**src/rtl/stage_seq_pkg.sv**
```systemverilog
// Shared constants and types for the stage sequencer and its decode helper.
package stage_seq_pkg;

   // Stage index values seen by StageTracker
   localparam logic [2:0] STAGE_IDLE      = 3'd0;
   localparam logic [2:0] STAGE_FETCH     = 3'd1;
   localparam logic [2:0] STAGE_DECODE    = 3'd2;
   localparam logic [2:0] STAGE_EXECUTE   = 3'd3;
   localparam logic [2:0] STAGE_MEMORY    = 3'd4;
   localparam logic [2:0] STAGE_WRITEBACK = 3'd5;

   // Sequencer control states
   typedef enum logic [1:0] {
      FSM_IDLE   = 2'd0,
      FSM_RUN    = 2'd1,
      FSM_HALTED = 2'd2
   } fsm_state_e;

   // Default opcode map and counter width
   localparam int         OPCODE_W_DEF     = 4;
   localparam logic [3:0] NOP_OPCODE_DEF   = 4'h0;
   localparam logic [3:0] STORE_OPCODE_DEF = 4'h3;
   localparam logic [3:0] HALT_OPCODE_DEF  = 4'hF;
   localparam int         ICOUNT_W_DEF     = 16;

endpackage

```
**src/rtl/opcode_flag_decode.sv**
```systemverilog
// Combinational opcode classifier: flags NOP, STORE and HALT opcodes.
module opcode_flag_decode
   import stage_seq_pkg::*;
#(
   parameter int                    OPCODE_W     = OPCODE_W_DEF,
   parameter logic [OPCODE_W-1:0]   NOP_OPCODE   = NOP_OPCODE_DEF,
   parameter logic [OPCODE_W-1:0]   STORE_OPCODE = STORE_OPCODE_DEF,
   parameter logic [OPCODE_W-1:0]   HALT_OPCODE  = HALT_OPCODE_DEF
) (
   input  logic [OPCODE_W-1:0] opcode_i,
   output logic                is_nop_o,
   output logic                is_store_o,
   output logic                is_halt_o
);

   assign is_nop_o   = (opcode_i == NOP_OPCODE);
   assign is_store_o = (opcode_i == STORE_OPCODE);
   assign is_halt_o  = (opcode_i == HALT_OPCODE);

endmodule

```
**src/rtl/stage_sequencer.sv**
```systemverilog
// Five-stage instruction sequencer with run/halt control, single-step mode,
// memory stalls at Fetch/Memory and a retired-instruction counter.
module stage_sequencer
   import stage_seq_pkg::*;
#(
   parameter int                    OPCODE_W     = OPCODE_W_DEF,
   parameter logic [OPCODE_W-1:0]   NOP_OPCODE   = NOP_OPCODE_DEF,
   parameter logic [OPCODE_W-1:0]   STORE_OPCODE = STORE_OPCODE_DEF,
   parameter logic [OPCODE_W-1:0]   HALT_OPCODE  = HALT_OPCODE_DEF,
   parameter int                    ICOUNT_W     = ICOUNT_W_DEF
) (
   input  logic                Clock,
   input  logic                Reset,
   input  logic                Run,
   input  logic                Step_Mode,
   input  logic                Stall,
   input  logic [OPCODE_W-1:0] Opcode,
   output logic [2:0]          Stage,
   output logic                NOP_FLAG,
   output logic                WillWriteTo_Memory_H_RF_L,
   output logic                Busy,
   output logic                Halted,
   output logic [ICOUNT_W-1:0] Instr_Count
);

   fsm_state_e          state_q, state_d;
   logic [2:0]          stage_q, stage_d;
   logic                nop_q, nop_d;
   logic                wwm_q, wwm_d;
   logic                halt_pend_q, halt_pend_d;
   logic                busy_q, busy_d;
   logic                halted_q, halted_d;
   logic [ICOUNT_W-1:0] instr_count_q, instr_count_d;

   logic is_nop, is_store, is_halt;

   opcode_flag_decode #(
      .OPCODE_W     (OPCODE_W),
      .NOP_OPCODE   (NOP_OPCODE),
      .STORE_OPCODE (STORE_OPCODE),
      .HALT_OPCODE  (HALT_OPCODE)
   ) u_decode (
      .opcode_i   (Opcode),
      .is_nop_o   (is_nop),
      .is_store_o (is_store),
      .is_halt_o  (is_halt)
   );

   // Next-state and next-output computation for control FSM and stage counter
   always_comb begin
      // NOTE: every variable gets a default first so no path leaves one unassigned (no latch).
      state_d       = state_q;
      stage_d       = stage_q;
      nop_d         = nop_q;
      wwm_d         = wwm_q;
      halt_pend_d   = halt_pend_q;
      busy_d        = busy_q;
      halted_d      = halted_q;
      instr_count_d = instr_count_q;

      unique case (state_q)
         FSM_IDLE, FSM_HALTED: begin
            if (Run) begin
               state_d  = FSM_RUN;
               stage_d  = STAGE_FETCH;
               busy_d   = 1'b1;
               halted_d = 1'b0;
            end
         end

         FSM_RUN: begin
            case (stage_q)
               STAGE_FETCH: begin
                  if (!Stall) stage_d = STAGE_DECODE;
               end
               STAGE_DECODE: begin
                  // Opcode is only valid here, so the qualifiers are captured on this edge
                  stage_d     = STAGE_EXECUTE;
                  nop_d       = is_nop | is_halt;
                  wwm_d       = is_store;
                  halt_pend_d = is_halt;
               end
               STAGE_EXECUTE: begin
                  stage_d = STAGE_MEMORY;
               end
               STAGE_MEMORY: begin
                  if (!Stall) stage_d = STAGE_WRITEBACK;
               end
               STAGE_WRITEBACK: begin
                  instr_count_d = instr_count_q + ICOUNT_W'(1);
                  nop_d         = 1'b0;
                  wwm_d         = 1'b0;
                  halt_pend_d   = 1'b0;
                  if (halt_pend_q) begin
                     state_d  = FSM_HALTED;
                     stage_d  = STAGE_IDLE;
                     busy_d   = 1'b0;
                     halted_d = 1'b1;
                  end else if (Step_Mode) begin
                     state_d = FSM_IDLE;
                     stage_d = STAGE_IDLE;
                     busy_d  = 1'b0;
                  end else begin
                     stage_d = STAGE_FETCH;
                  end
               end
               default: begin
                  // Unreachable stage value: restart the instruction cleanly
                  stage_d = STAGE_FETCH;
               end
            endcase
         end

         default: begin
            state_d  = FSM_IDLE;
            stage_d  = STAGE_IDLE;
            busy_d   = 1'b0;
            halted_d = 1'b0;
         end
      endcase
   end

   // State and output registers with asynchronous reset
   always_ff @(posedge Clock or posedge Reset) begin
      // NOTE: sequential state uses non-blocking assignments so all registers update together.
      if (Reset) begin
         state_q       <= FSM_IDLE;
         stage_q       <= STAGE_IDLE;
         nop_q         <= 1'b0;
         wwm_q         <= 1'b0;
         halt_pend_q   <= 1'b0;
         busy_q        <= 1'b0;
         halted_q      <= 1'b0;
         instr_count_q <= '0;
      end else begin
         state_q       <= state_d;
         stage_q       <= stage_d;
         nop_q         <= nop_d;
         wwm_q         <= wwm_d;
         halt_pend_q   <= halt_pend_d;
         busy_q        <= busy_d;
         halted_q      <= halted_d;
         instr_count_q <= instr_count_d;
      end
   end

   assign Stage                     = stage_q;
   assign NOP_FLAG                  = nop_q;
   assign WillWriteTo_Memory_H_RF_L = wwm_q;
   assign Busy                      = busy_q;
   assign Halted                    = halted_q;
   assign Instr_Count               = instr_count_q;

endmodule

```
**config.mk**
```make
export PLATFORM = sky130hd
export DESIGN_NAME = stage_sequencer
export DESIGN_NICKNAME = d
export VERILOG_FILES = /design/src/rtl/stage_seq_pkg.sv /design/src/rtl/opcode_flag_decode.sv /design/src/rtl/stage_sequencer.sv
export SDC_FILE = /design/constraint.sdc
export NUM_CORES = 1
export LEC_CHECK = 0
export CORE_MARGIN = 2
export CORE_UTILIZATION = 48
export DETAILED_ROUTE_END_ITERATION = 8
export GPL_TIMING_DRIVEN = 0
export PLACE_DENSITY = 0.79
export SLEW_MARGIN = 15
export SYNTH_ARGS = -nofsm -noshare
export SYNTH_HDL_FRONTEND = slang
export SYNTH_SLANG_ARGS = --single-unit
```
**constraint.sdc**
```tcl
create_clock -name Clock -period 1.85 [get_ports Clock]
set_input_delay 0.555 -clock Clock [delete_from_list [all_inputs] [get_ports Clock]]
set_output_delay 0.555 -clock Clock [all_outputs]
set_load 0.005 [all_outputs]
```
==> impl_results.md <==
- Outcome: finished clean
- Pwr per Cell Area: 1140 nW/um^2
- Total design power: 2.03 mW
- Cell family with most CP delay: buffers and inverters
- Critical path cell sequence: clkdlybuf4s50_1
- Clock sink count: 26
- Post-synth top flop: dfrtp_1
- Top-count cell post-synth: dfrtp_1
- CP bufs+invs: 1
- Synth-to-layout area growth: 40.3%
- Ports: 32
- Netlist cell types: 37
- Leading area contributor after synthesis: dfrtp_1
- CP Class: flop to primary output
- Clock-pin slew on the worst setup and hold paths: 130 ps
- Worst slew pin tran: 955 ps
- Remaining Overflow, GRT: 0
- Synth top area share: 0.513
- DRT antenna net count: 0
- Startpoint types: flop
- Top cells by count, synth: 26 x dfrtp_1, 13 x nor2_1, 9 x nand2_1, 9 x xnor2_1, 7 x xor2_1
- Post-Synthesis Cells: 118
- Worst hold-check path type: flop to flop
- DIE HEIGHT: 55.4 um
- Met1 Routed Length: 1220 um
- Synthesized area: 1270 um^2
- Fin crit period: 1810 ps
- Highest Signal Layer: met4
- Final wirelength: 2680 um
- Number of core rows: 18
- Final setup skew: 7.93 ps
- CP peak stage delay: 520 ps
- Vias in the first global route: 1,019
- YS warnings: 0
- Max_slew headroom: 0.362
- Worst path arrival time: 1250 ps
- CTS Buf Count: 3
- Fin. max-slew vios: 0
- GPL Wtd Cong: 0.864
- Filler cell count: 196
- GRT Util Overall: 0.177
- CP Capture Type: primary output
- Chip width: 55.4 um
- Main combinational cell family by area after synthesis: simple AND/OR/NAND/NOR gates
- Final setup violation count: 0
- Register Area: 651 um^2
- Unrepaired setup endpoints after global routing: no
- Clock Path Buffers: 2
- TNS Setup: 0 ps
- Core area: 2500 um^2
- Diode count: 0
- Met2 wire len: 1310 um
- Post-Synth Simple-Gate Area: 0.229
- Drt via density: 5.44
- DRT iter0 DRCs: 39
- Die area: 3070 um^2
- Pin count of the biggest net entering global routing: 27
- Peak VDD IR: 0.00101 V
- Worst-path maximum fanout: 5
- Final period util: 0.977
- Mux contribution to synthesized area: 0.00888
- CP Data Required Time: 1290 ps
- Register area share after synthesis: 0.513
- CP max-delay cell: clkdlybuf4s50_1
- CTS tree: done
- Area after DPL: 1620 um^2
- WL per Instance: 13.4 um
- DP HPWL: 1940 um
- Synth Area in Compound Gates: 0.101
- XOR/XNOR share of the synthesized area: 0.110
- Final Hold Fails: 0
- First-pass GRT wire length: 4410 um
- Yosys reg bits: 26
- Leakage power: 0.825 nW
- Post-place setup slack: 65.0 ps
- Via count: 1,088
- Syn_area_per_cell: 10.8 um^2
- Synth area leaders: dfrtp_1 51%, xnor2_1 6.2%, xor2_1 4.8%
- Met3 routed WL: 122 um
- Net count reported at finish: 181
- IO Port Bufs: 31
- Detailed-router iteration count before antenna repair: 4
- Clk Latency, worst-skew pair: 320 ps
- Mapped Nets: 128
- Number of synthesized flops with an enable pin: 0
- CTS root buffer: clkbuf_4
- Final WS setup: 41.7 ps
- Initial Utilization: 0.508
- Post-synth ARST share: 1.00
- Hold slack: 488 ps
- # DRC: 0
- Max cap viols: 0
- Max Freq: 553 MHz
- Cell area after layout: 1780 um^2
- Area taken by multi-input logic gates: 582 um^2
- H-tree depth: 1
- Synth Area in Adders: 0.00986
- Initial antenna violation count: 0
- Layout cell share with drive strength beyond 1: 0.176
[kinds of logic after synthesis]
group,after synthesis
xor gates and xnor gates,16
muxes,1
DFF,26
adders and majority gates,1
and+or+nand+nor,47
AOI/OAI and AO/OA,19
buffers and inverters,8
[path summary, 6_finish.rpt]
path / startpoint / to / slack [ps] / cells past startpoint
max in group asynchronous: Reset / Busy$_DFFE_PP0P_ / 540 / 2
hold / removal: Instr_Count[15]$_DFFE_PP0P_ / Instr_Count[15]$_DFFE_PP0P_ / 490 / 1
setup reg to reg: Stage[1]$_DFFE_PP0P_ / Instr_Count[10]$_DFFE_PP0P_ / 160 / 5
hold reg to reg: Instr_Count[15]$_DFFE_PP0P_ / Instr_Count[15]$_DFFE_PP0P_ / 490 / 1
setup / recovery: Instr_Count[8]$_DFFE_PP0P_ / Instr_Count[8] / 40 / 1
min in group asynchronous: Reset / Instr_Count[10]$_DFFE_PP0P_ / 730 / 2
[cell usage in the layout (no fill, tap or decap), types with 2 or more instances in the layout]
master / instances
clkdlybuf4s50_1: 31
dfrtp_1: 26
buf_4: 18
nor2_1: 13
nand2_1: 9
xnor2_1: 9
xor2_1: 7
nand3_1: 6
a21oi_1: 5
inv_1: 4
o21ai_0: 3
nor3_1: 3
clkbuf_4: 3
buf_2: 2
nor4_4: 2
and3_1: 2
nand4_1: 2
a31oi_1: 2
o31ai_1: 2
[state kept, by name, summed over array words and instances (netlist names)]
register	flops
Halted	1
state_q	2
halt_pend_q	1
Instr_Count	16
Busy	1
NOP_FLAG	1
Stage	3
WillWriteTo_Memory_H_RF_L	1
[power breakdown]
group	internal, mW	total [mW]	switching (mW)
registers	0.697	0.797	0.0998
logic	0.492	0.952	0.460
clock network	0.120	0.285	0.164
total	1.31	2.03	0.724
[area by class of cell]
type                            instances  share of cell area
Buffer                                  4              0.0119
Timing Repair Buffer                   48               0.246
Sequential cell                        26               0.365
Clock buffer                            4              0.0204
Multi-Input combinational cell         84               0.327
Tap cell                               30              0.0211
Inverter                                4             0.00843
[repair_timing]
action,4_1_cts,5_1_grt
hold buffers,0,0
pin swaps,0,1
endpoints found under the setup margin,7,8
setup buffers,7,10
resized for setup,0,0
[metal layers]
| layer | global-route usage | vias up |
|---|---|---|
| met5 | 0 | - |
| met4 | 0.0592 | 0 |
| met3 | 0.0304 | 3 |
| met2 | 0.296 | 32 |
| met1 | 0.232 | 533 |
| li1 | - | 520 |
[metrics by stage]
step                utilization  std cells
floorplan                     -        118
detailed placement        0.647        179
finish                    0.712        200
global route              0.712        200
global placement          0.647        179
CTS                       0.682        190
No activity file was read; power rests on OpenSTA's default activity.
